**config.mk**
```make
export PLATFORM = sky130hd
export DESIGN_NAME = wb_regfile
export DESIGN_NICKNAME = d
export VERILOG_FILES = /design/src/rtl/wb_regfile.sv
export SDC_FILE = /design/constraint.sdc
export NUM_CORES = 1
export LEC_CHECK = 0
export BUFFER_PORTS_ARGS = -buffer_cell sky130_fd_sc_hd__clkbuf_2
export CAP_MARGIN = 20
export CORE_MARGIN = 4
export CORE_UTILIZATION = 25
export CTS_CLUSTER_DIAMETER = 50
export CTS_CLUSTER_SIZE = 25
export DETAILED_ROUTE_END_ITERATION = 6
export SLEW_MARGIN = 20
export SYNTH_ARGS = -nofsm -noshare
export SYNTH_HDL_FRONTEND = slang
export SYNTH_SLANG_ARGS = --single-unit
```
**constraint.sdc**
```tcl
create_clock -name clk -period 4.2 [get_ports clk]
set_clock_uncertainty 0.2 [all_clocks]
set_input_delay 0.63 -clock clk [delete_from_list [all_inputs] [get_ports clk]]
set_output_delay 0.63 -clock clk [all_outputs]
set_load 0.01 [all_outputs]
```
**src/rtl/wb_regfile.sv**
```systemverilog
// Write-back end of the MEM/WB stage: picks the write-back value, updates the 8x8 register file,
// serves two bypassed decode read ports, and stalls decode on load-use hazards.
module wb_regfile #(
  parameter int DATA_W = 8,
  parameter int ADDR_W = 3
) (
  input  logic              clk,
  input  logic              rst,
  input  logic              memToRegWB,
  input  logic              regWriteWB,
  input  logic [DATA_W-1:0] readDataWB,
  input  logic [DATA_W-1:0] aluResWB,
  input  logic [ADDR_W-1:0] rdWB,
  input  logic [ADDR_W-1:0] rs1Addr,
  input  logic [ADDR_W-1:0] rs2Addr,
  output logic [DATA_W-1:0] rs1Data,
  output logic [DATA_W-1:0] rs2Data,
  input  logic              issueValid,
  input  logic              issueLoad,
  input  logic [ADDR_W-1:0] issueRd,
  output logic              stall,
  output logic [DATA_W-1:0] wbData,
  output logic              wbWrite
);

  localparam int NREG = 2 ** ADDR_W;

  logic [DATA_W-1:0] r_regs [NREG];
  logic [NREG-1:0]   r_pending;
  logic [NREG-1:0]   w_pend_nxt;
  logic              w_ld_clr;
  logic              w_ld_set;
  logic              w_hit1;
  logic              w_hit2;

  assign wbData  = memToRegWB ? readDataWB : aluResWB;
  assign wbWrite = regWriteWB && (rdWB != '0);

  assign rs1Data = (rs1Addr == '0) ? '0 :
                   (wbWrite && rdWB == rs1Addr) ? wbData : r_regs[rs1Addr];
  assign rs2Data = (rs2Addr == '0) ? '0 :
                   (wbWrite && rdWB == rs2Addr) ? wbData : r_regs[rs2Addr];

  // A load returning this cycle releases its register; its data is already on the bypass path.
  assign w_ld_clr = wbWrite && memToRegWB;
  assign w_hit1   = (rs1Addr != '0) && r_pending[rs1Addr] && !(w_ld_clr && rdWB == rs1Addr);
  assign w_hit2   = (rs2Addr != '0) && r_pending[rs2Addr] && !(w_ld_clr && rdWB == rs2Addr);
  assign stall    = issueValid && (w_hit1 || w_hit2);
  assign w_ld_set = issueValid && issueLoad && !stall && (issueRd != '0);

  // Set is applied after clear so a newly issued load keeps ownership of its register.
  always_comb begin
    w_pend_nxt = r_pending;
    if (w_ld_clr) w_pend_nxt[rdWB] = 1'b0;
    if (w_ld_set) w_pend_nxt[issueRd] = 1'b1;
    w_pend_nxt[0] = 1'b0;
  end

  always_ff @(posedge clk or posedge rst) begin
    if (rst) begin
      for (int i = 0; i < NREG; i++) r_regs[i] <= '0;
      r_pending <= '0;
    end else begin
      if (wbWrite) r_regs[rdWB] <= wbData;
      r_pending <= w_pend_nxt;
    end
  end

endmodule

```
==> results.md, run 1 <==
* Status: finished, final reports clean
* Mapped Area at 4090 um^2
* Core Area at 15900 um^2
* Reg2reg path depth at 5
* TritonCTS buffer count at 9
* Fin. max-slew vios at 0
* Slew HR at 41.2%
* Final Total Pwr at 0.00222 W
* Final WL at 11300 um
* Pre-CTS setup slack at 757 ps
* Setup Fix Bufs, Post-CTS at 0
* PostCTS Resize Cnt at 0
* Area grow syn2layout at 20.6%
* GPL Wtd Cong at around 0.77
* Data arrival time of the critical path at 2600 ps
* Synth warnings at 0
* Critical path class: input pin to primary output
* Initial antenna violation count at 0
* Reg2reg end: r_pending[4]
* Max Freq at 0.292 GHz
* Pwr dens at 450 nW/um^2
* Vias per cell at roughly 4.8
* CTS H-tree lvls at 3
* Slew @ Worst Pin at between 800 and 900 ps
* Root Buffer: clkbuf_16
* Fin. Hold Viols at 0
* Critical Path RT at roughly 3400 ps
* Global route overflow at 0
* FF-to-FF Start: r_pending[1]
* Max-cap violations at 0
* Sequential cell area fraction in the yosys report at 43.5%
* Row count at 46
* GRT busiest layer: met2
* Most frequent cells in the layout: dfrtp_1, clkbuf_2, nor2_1
* Crit end category: primary output
* Setup_tns at 0 ps
* Clk_lat worst skew at 330 ps
* Ratio of cells with drive above 1 in the final layout at 29.6%
* First-pass GRT wire length at 18200 um
* Worst hold-check path type: input pin to async pin
* FF+latch count, synth at 71
* Final HPWL DP at 8000 um
* Post-route clock period utilization at 81.6%
* Filler Cells Inserted at approximately 1600
* DP Cell Count at 643
* Effective utilization at floorplan at between 20% and 30%
* GR Util met2 at between 20% and 30%
* Non-Filler Instances at 659
* Area of the multi-input gates at ~2100 um^2
* Worst setup SP type: input pin
* RSZ-0062 raised after global routing: no
* Sink Count at between 70 and 80
* Met3 usage at 2.70%
* TritonCTS clock tree: done
* Worst IR drop on VDD at 0.000203 V
* Violation count after the first detailed-route iteration at roughly 250
* Post-synth cell types at 38
* Commonest non-fill, non-tap cell in the layout: dfrtp_1
* Hold_buf cts at 0
* Static Leakage at 2.16 nW
* Vias in the first global route at 3351
* IO Pins at 60
* Total track usage at 12.8%
* Setup-failing EPs final at 0
* Post-layout min period at approximately 3400 ps
* First-pass DRT Iterations at 4
* Mapped Nets at 422
* Largest net degree at the start of global routing at 39
* Syn Inst Count at 388
* Die Width at between 100 and 150 um
* M1 GR Usage at 14.7%
* Cells along the critical path: clkbuf_2 > xnor2_1 > and3_1 > o211ai_2 > nor2_1 > a211oi_1 > clkbuf_2
* CP peak stage delay at about 710 ps
* Average cell area after synthesis at ~11 um^2
* Slowest CP cell: o211ai_2
* R2r setup slk at 2380 ps
* WL/cell at 17.1 um
* IO buf count at 59
* Via count at about 3200
* Reg clk slew, reported paths at 60 ps
* Die ar. at 18400 um^2
* DRC Markers at 0
* CTS max path bufs at 2
* Post-DRT Antenna Nets at 0
* Final worst slack at 775 ps
* N_diodes at 0
* Most used cell, CP: clkbuf_2
* DIE HEIGHT at approximately 140 um
* Register area at 1780 um^2
* CP max FO at 17
* Nets at 472
[per-stage QoR]
| step | util, % | instance area (um^2) | hold WS [ps] |
|---|---|---|---|
| global placement | 29.0 | 4630 | 177 |
| global route | 30.9 | 4930 | 208 |
| detailed placement | 29.0 | 4630 | 183 |
| finish | 30.9 | 4930 | 196 |
| CTS | 30.9 | 4930 | 196 |
| floorplan | - | 4090 | 241 |
[cell type report]
type                    instances  area share, %
clock inverters                 6           1.22
well taps                     216           5.49
repair buffers                 75           8.43
flip-flops and latches         71           36.1
clock buffers                  10           4.85
inverters                      13          0.991
multi-input cells             268           43.0
[Yosys cell counts, drive strengths merged]
master | n | area (um^2)
o21ai | 37 | 185
a21oi | 28 | 140
a211oi | 17 | 133
nor4bb | 1 | 10.0
nand4 | 3 | 18.8
o41ai | 5 | 43.8
nand3 | 3 | 15.0
buf | 14 | 72.6
a31oi | 2 | 12.5
nand2 | 41 | 154
nand2b | 1 | 6.26
or2 | 2 | 12.5
o211a | 1 | 17.5
nor2 | 43 | 161
nor3 | 4 | 25.0
o31a | 1 | 8.76
mux2i | 28 | 280
o21a | 1 | 7.51
a311oi | 1 | 8.76
mux4 | 32 | 721
clkbuf | 22 | 82.6
and3 | 1 | 6.26
o31ai | 3 | 22.5
dfrtp | 71 | 1780
o22a | 1 | 8.76
nor3b | 1 | 7.51
xnor2 | 5 | 43.8
nand4b | 3 | 26.3
or4 | 1 | 7.51
inv | 13 | 48.8
o211ai | 1 | 12.5
or3b | 1 | 8.76
[power breakdown]
| part | leakage, nW | internal (W) | switching (W) |
|---|---|---|---|
| clock network | 0.144 | 0.000472 | 0.000287 |
| logic | 1.14 | 0.000271 | 0.000274 |
| registers | 0.871 | 0.000815 | 0.0000994 |
| total | 2.16 | 0.00156 | 0.000660 |
[routing by layer]
layer,routed length [um],vias to the layer above
li1,-,1522
met1,4570,1556
met2,5920,71
met3,514,17
met4,274,0
met5,0,-
[critical path: cells and delay by family]
kind	cells	cell delay, ps
AOI/OAI and AO/OA	2	1110
xor gates and xnor gates	1	170
buffers and inverters	2	400
and+or+nand+nor	2	290
[sequential cells by signal, indices dropped and copies added, names as in the netlist]
signal / flops
r_regs: 64
r_pending: 7
[cells by family after synthesis]
kind of cell / synth area share [%]
flops: 43.5
compound gates: 14.7
simple gates: 11.2
buf+inv: 4.99
mux: 24.5
xor+xnor: 1.07
[worst max path at each step]
stage	from	endpoint	slack (ps)
2_1_floorplan	rs2Addr[1]	rs2Data[0]	1320
4_1_cts	rdWB[1]	rs2Data[4]	760
6_report	rdWB[1]	rs2Data[4]	770
5_1_grt	rdWB[1]	rs2Data[4]	640
3_5_place_dp	rdWB[1]	rs2Data[4]	760
3_3_place_gp	rs2Addr[0]	rs2Data[0]	810
No activity file was read; power rests on OpenSTA's default activity.
==> run 2, diff against run 1 <==
==> constraint.sdc (replaced) <==
create_clock -name clk -period 3.25 [get_ports clk]
set_clock_uncertainty 0.2 [all_clocks]
set_input_delay 0.4875 -clock clk [delete_from_list [all_inputs] [get_ports clk]]
set_output_delay 0.4875 -clock clk [all_outputs]
set_load 0.01 [all_outputs]
==> results.md, run 2 (synthesis results as in run 1) <==
* CP peak stage delay at 400 ps
* Worst Hold End: r_pending[1]
* Area grow syn2layout at 23.5%
* Slew HR at approximately two fifths
* Largest Register: r_regs
* CTS max path bufs at 2
* FF-to-FF Start: r_pending[3]
* Crit end category: primary output
* Final WL at 11400 um
* Row count at 46
* Ratio of cells with drive above 1 in the final layout at 31.4%
* N_diodes at 0
* Worst IR drop on VDD at roughly 0.00021 V
* Max Freq at 0.356 GHz
* Largest net degree at the start of global routing at 72
* Post-layout min period at 2810 ps
* Regs by FF count: r_regs: 64 flops, r_pending: 7 flops
* Critical Path RT at 2560 ps
* CP Buf/Inv Count at 3
* Most used cell, CP: clkbuf_2
* WL/cell at between 15 and 20 um
* Vias per cell at 4.93
* Root Buffer: clkbuf_16
* IO buf count at between 50 and 60
* Effective utilization at floorplan at around 26%
* Commonest non-fill, non-tap cell in the layout: dfrtp_1
* Slew @ Worst Pin at 900 ps
* Critical path class: input pin to primary output
* Crit-path leading delay family: buffers and inverters
* Hold Crit Start: issueRd[1]
* Hold WS at 190 ps
* Most frequent cells in the layout: dfrtp_1, clkbuf_2, nor2_1
* Max-cap violations at 0
* Final HPWL DP at 8090 um
* Vias in the first global route at 3294
* Clk_lat worst skew at 330 ps
* Worst setup SP type: input pin
* Die Width at between 100 and 150 um
* First-pass GRT wire length at 17900 um
* Setup_tns at 0 ps
* Global route overflow at 0
* Hold depth at 2
* Setup Fix Bufs, Post-CTS at 0
* Via count at roughly 3300
* Fin. Hold Viols at 0
* Worst hold-check path type: input pin to flop
* Initial antenna violation count at 0
* Post-DRT Antenna Nets at 0
* Nets at 484
* Reg2reg end: r_pending[4]
* Die ar. at 18400 um^2
* TritonCTS buffer count at 9
* Max reg flops at 64
* Fin. max-slew vios at 0
* Worst Setup SP: rdWB[2]
* PostCTS Resize Cnt at 0
* Violation count after the first detailed-route iteration at 235
* First-pass DRT Iterations at 4
* Cells along the critical path: clkbuf_2 > or3b_1 > a211oi_2 > o211ai_2 > buf_4 > a211oi_1 > clkbuf_2
* R2r setup slk at 1290 ps
* Hold_buf cts at 0
* Pwr dens at 576 nW/um^2
* Status: finished, final reports clean
* Reg clk slew, reported paths at 60 ps
* DRC Markers at 0
* Reg2reg path depth at 6
* Total track usage at 12.7%
* Setup-failing EPs final at 0
* GPL Wtd Cong at 0.781
* Post-route clock period utilization at 86.5%
* CP max FO at 14
* Data arrival time of the critical path at about 2100 ps
* Sink Count at 71
* Core Area at 15900 um^2
* RSZ-0062 raised after global routing: no
* CTS H-tree lvls at 3
* Static Leakage at 2.22 nW
* Slowest CP cell: or3b_1
* DIE HEIGHT at 136 um
* TritonCTS clock tree: done
* IO Pins at 60
## run 2: metrics by stage
step / util (%) / instances / power, W / setup slack, ps / area (um^2)
global placement: 29.7 / 655 / 0.00189 / 499 / 4740
global route: 31.7 / 671 / 0.00307 / 320 / 5050
detailed placement: 29.7 / 655 / 0.00192 / 420 / 4740
finish: 31.7 / 671 / 0.00291 / 437 / 5050
CTS: 31.7 / 671 / 0.00294 / 434 / 5050
floorplan: - / 388 / 0.00166 / 655 / 4090
## run 2: how the worst max path moves through the flow
stage / endpoint / slack, ps / cells past startpoint
final: rs2Data[0] / 440 / 7
after global routing: rs2Data[6] / 320 / 7
after CTS: rs2Data[0] / 430 / 7
after detailed placement: rs2Data[0] / 420 / 7
after global placement: rs2Data[5] / 500 / 7
after floorplan: rs2Data[0] / 660 / 6
## run 2: per-layer routing
metal,part of all wire (%),GRT usage [%],wire length [um]
met5,0,0,0
met4,2.8,4.98,324
met3,5.1,2.29,584
met2,52,22.8,5960
met1,40,15.0,4520
## run 2: cell type report
| type | count | area [um^2] |
|---|---|---|
| fillers | 1628 | 10900 |
| repair buffers | 87 | 531 |
| well taps | 216 | 270 |
| flip-flops and latches | 71 | 1780 |
| inverters | 13 | 48.8 |
| multi-input cells | 268 | 2120 |
| clock inverters | 7 | 78.8 |
| clock buffers | 9 | 225 |
## run 2: worst reg2reg max path, stage by stage (launching register included)
cell and delay, ps:
dfrtp_1 400, mux2i_1 180, nor2_1 60, a311oi_1 340, nor3_2 100, buf_4 170, o41ai_1 380
## run 2: report_power, final
| group | internal (W) | switching (W) |
|---|---|---|
| sequential | 0.00105 | 0.000125 |
| combinational | 0.000366 | 0.000357 |
| clock | 0.000602 | 0.000404 |
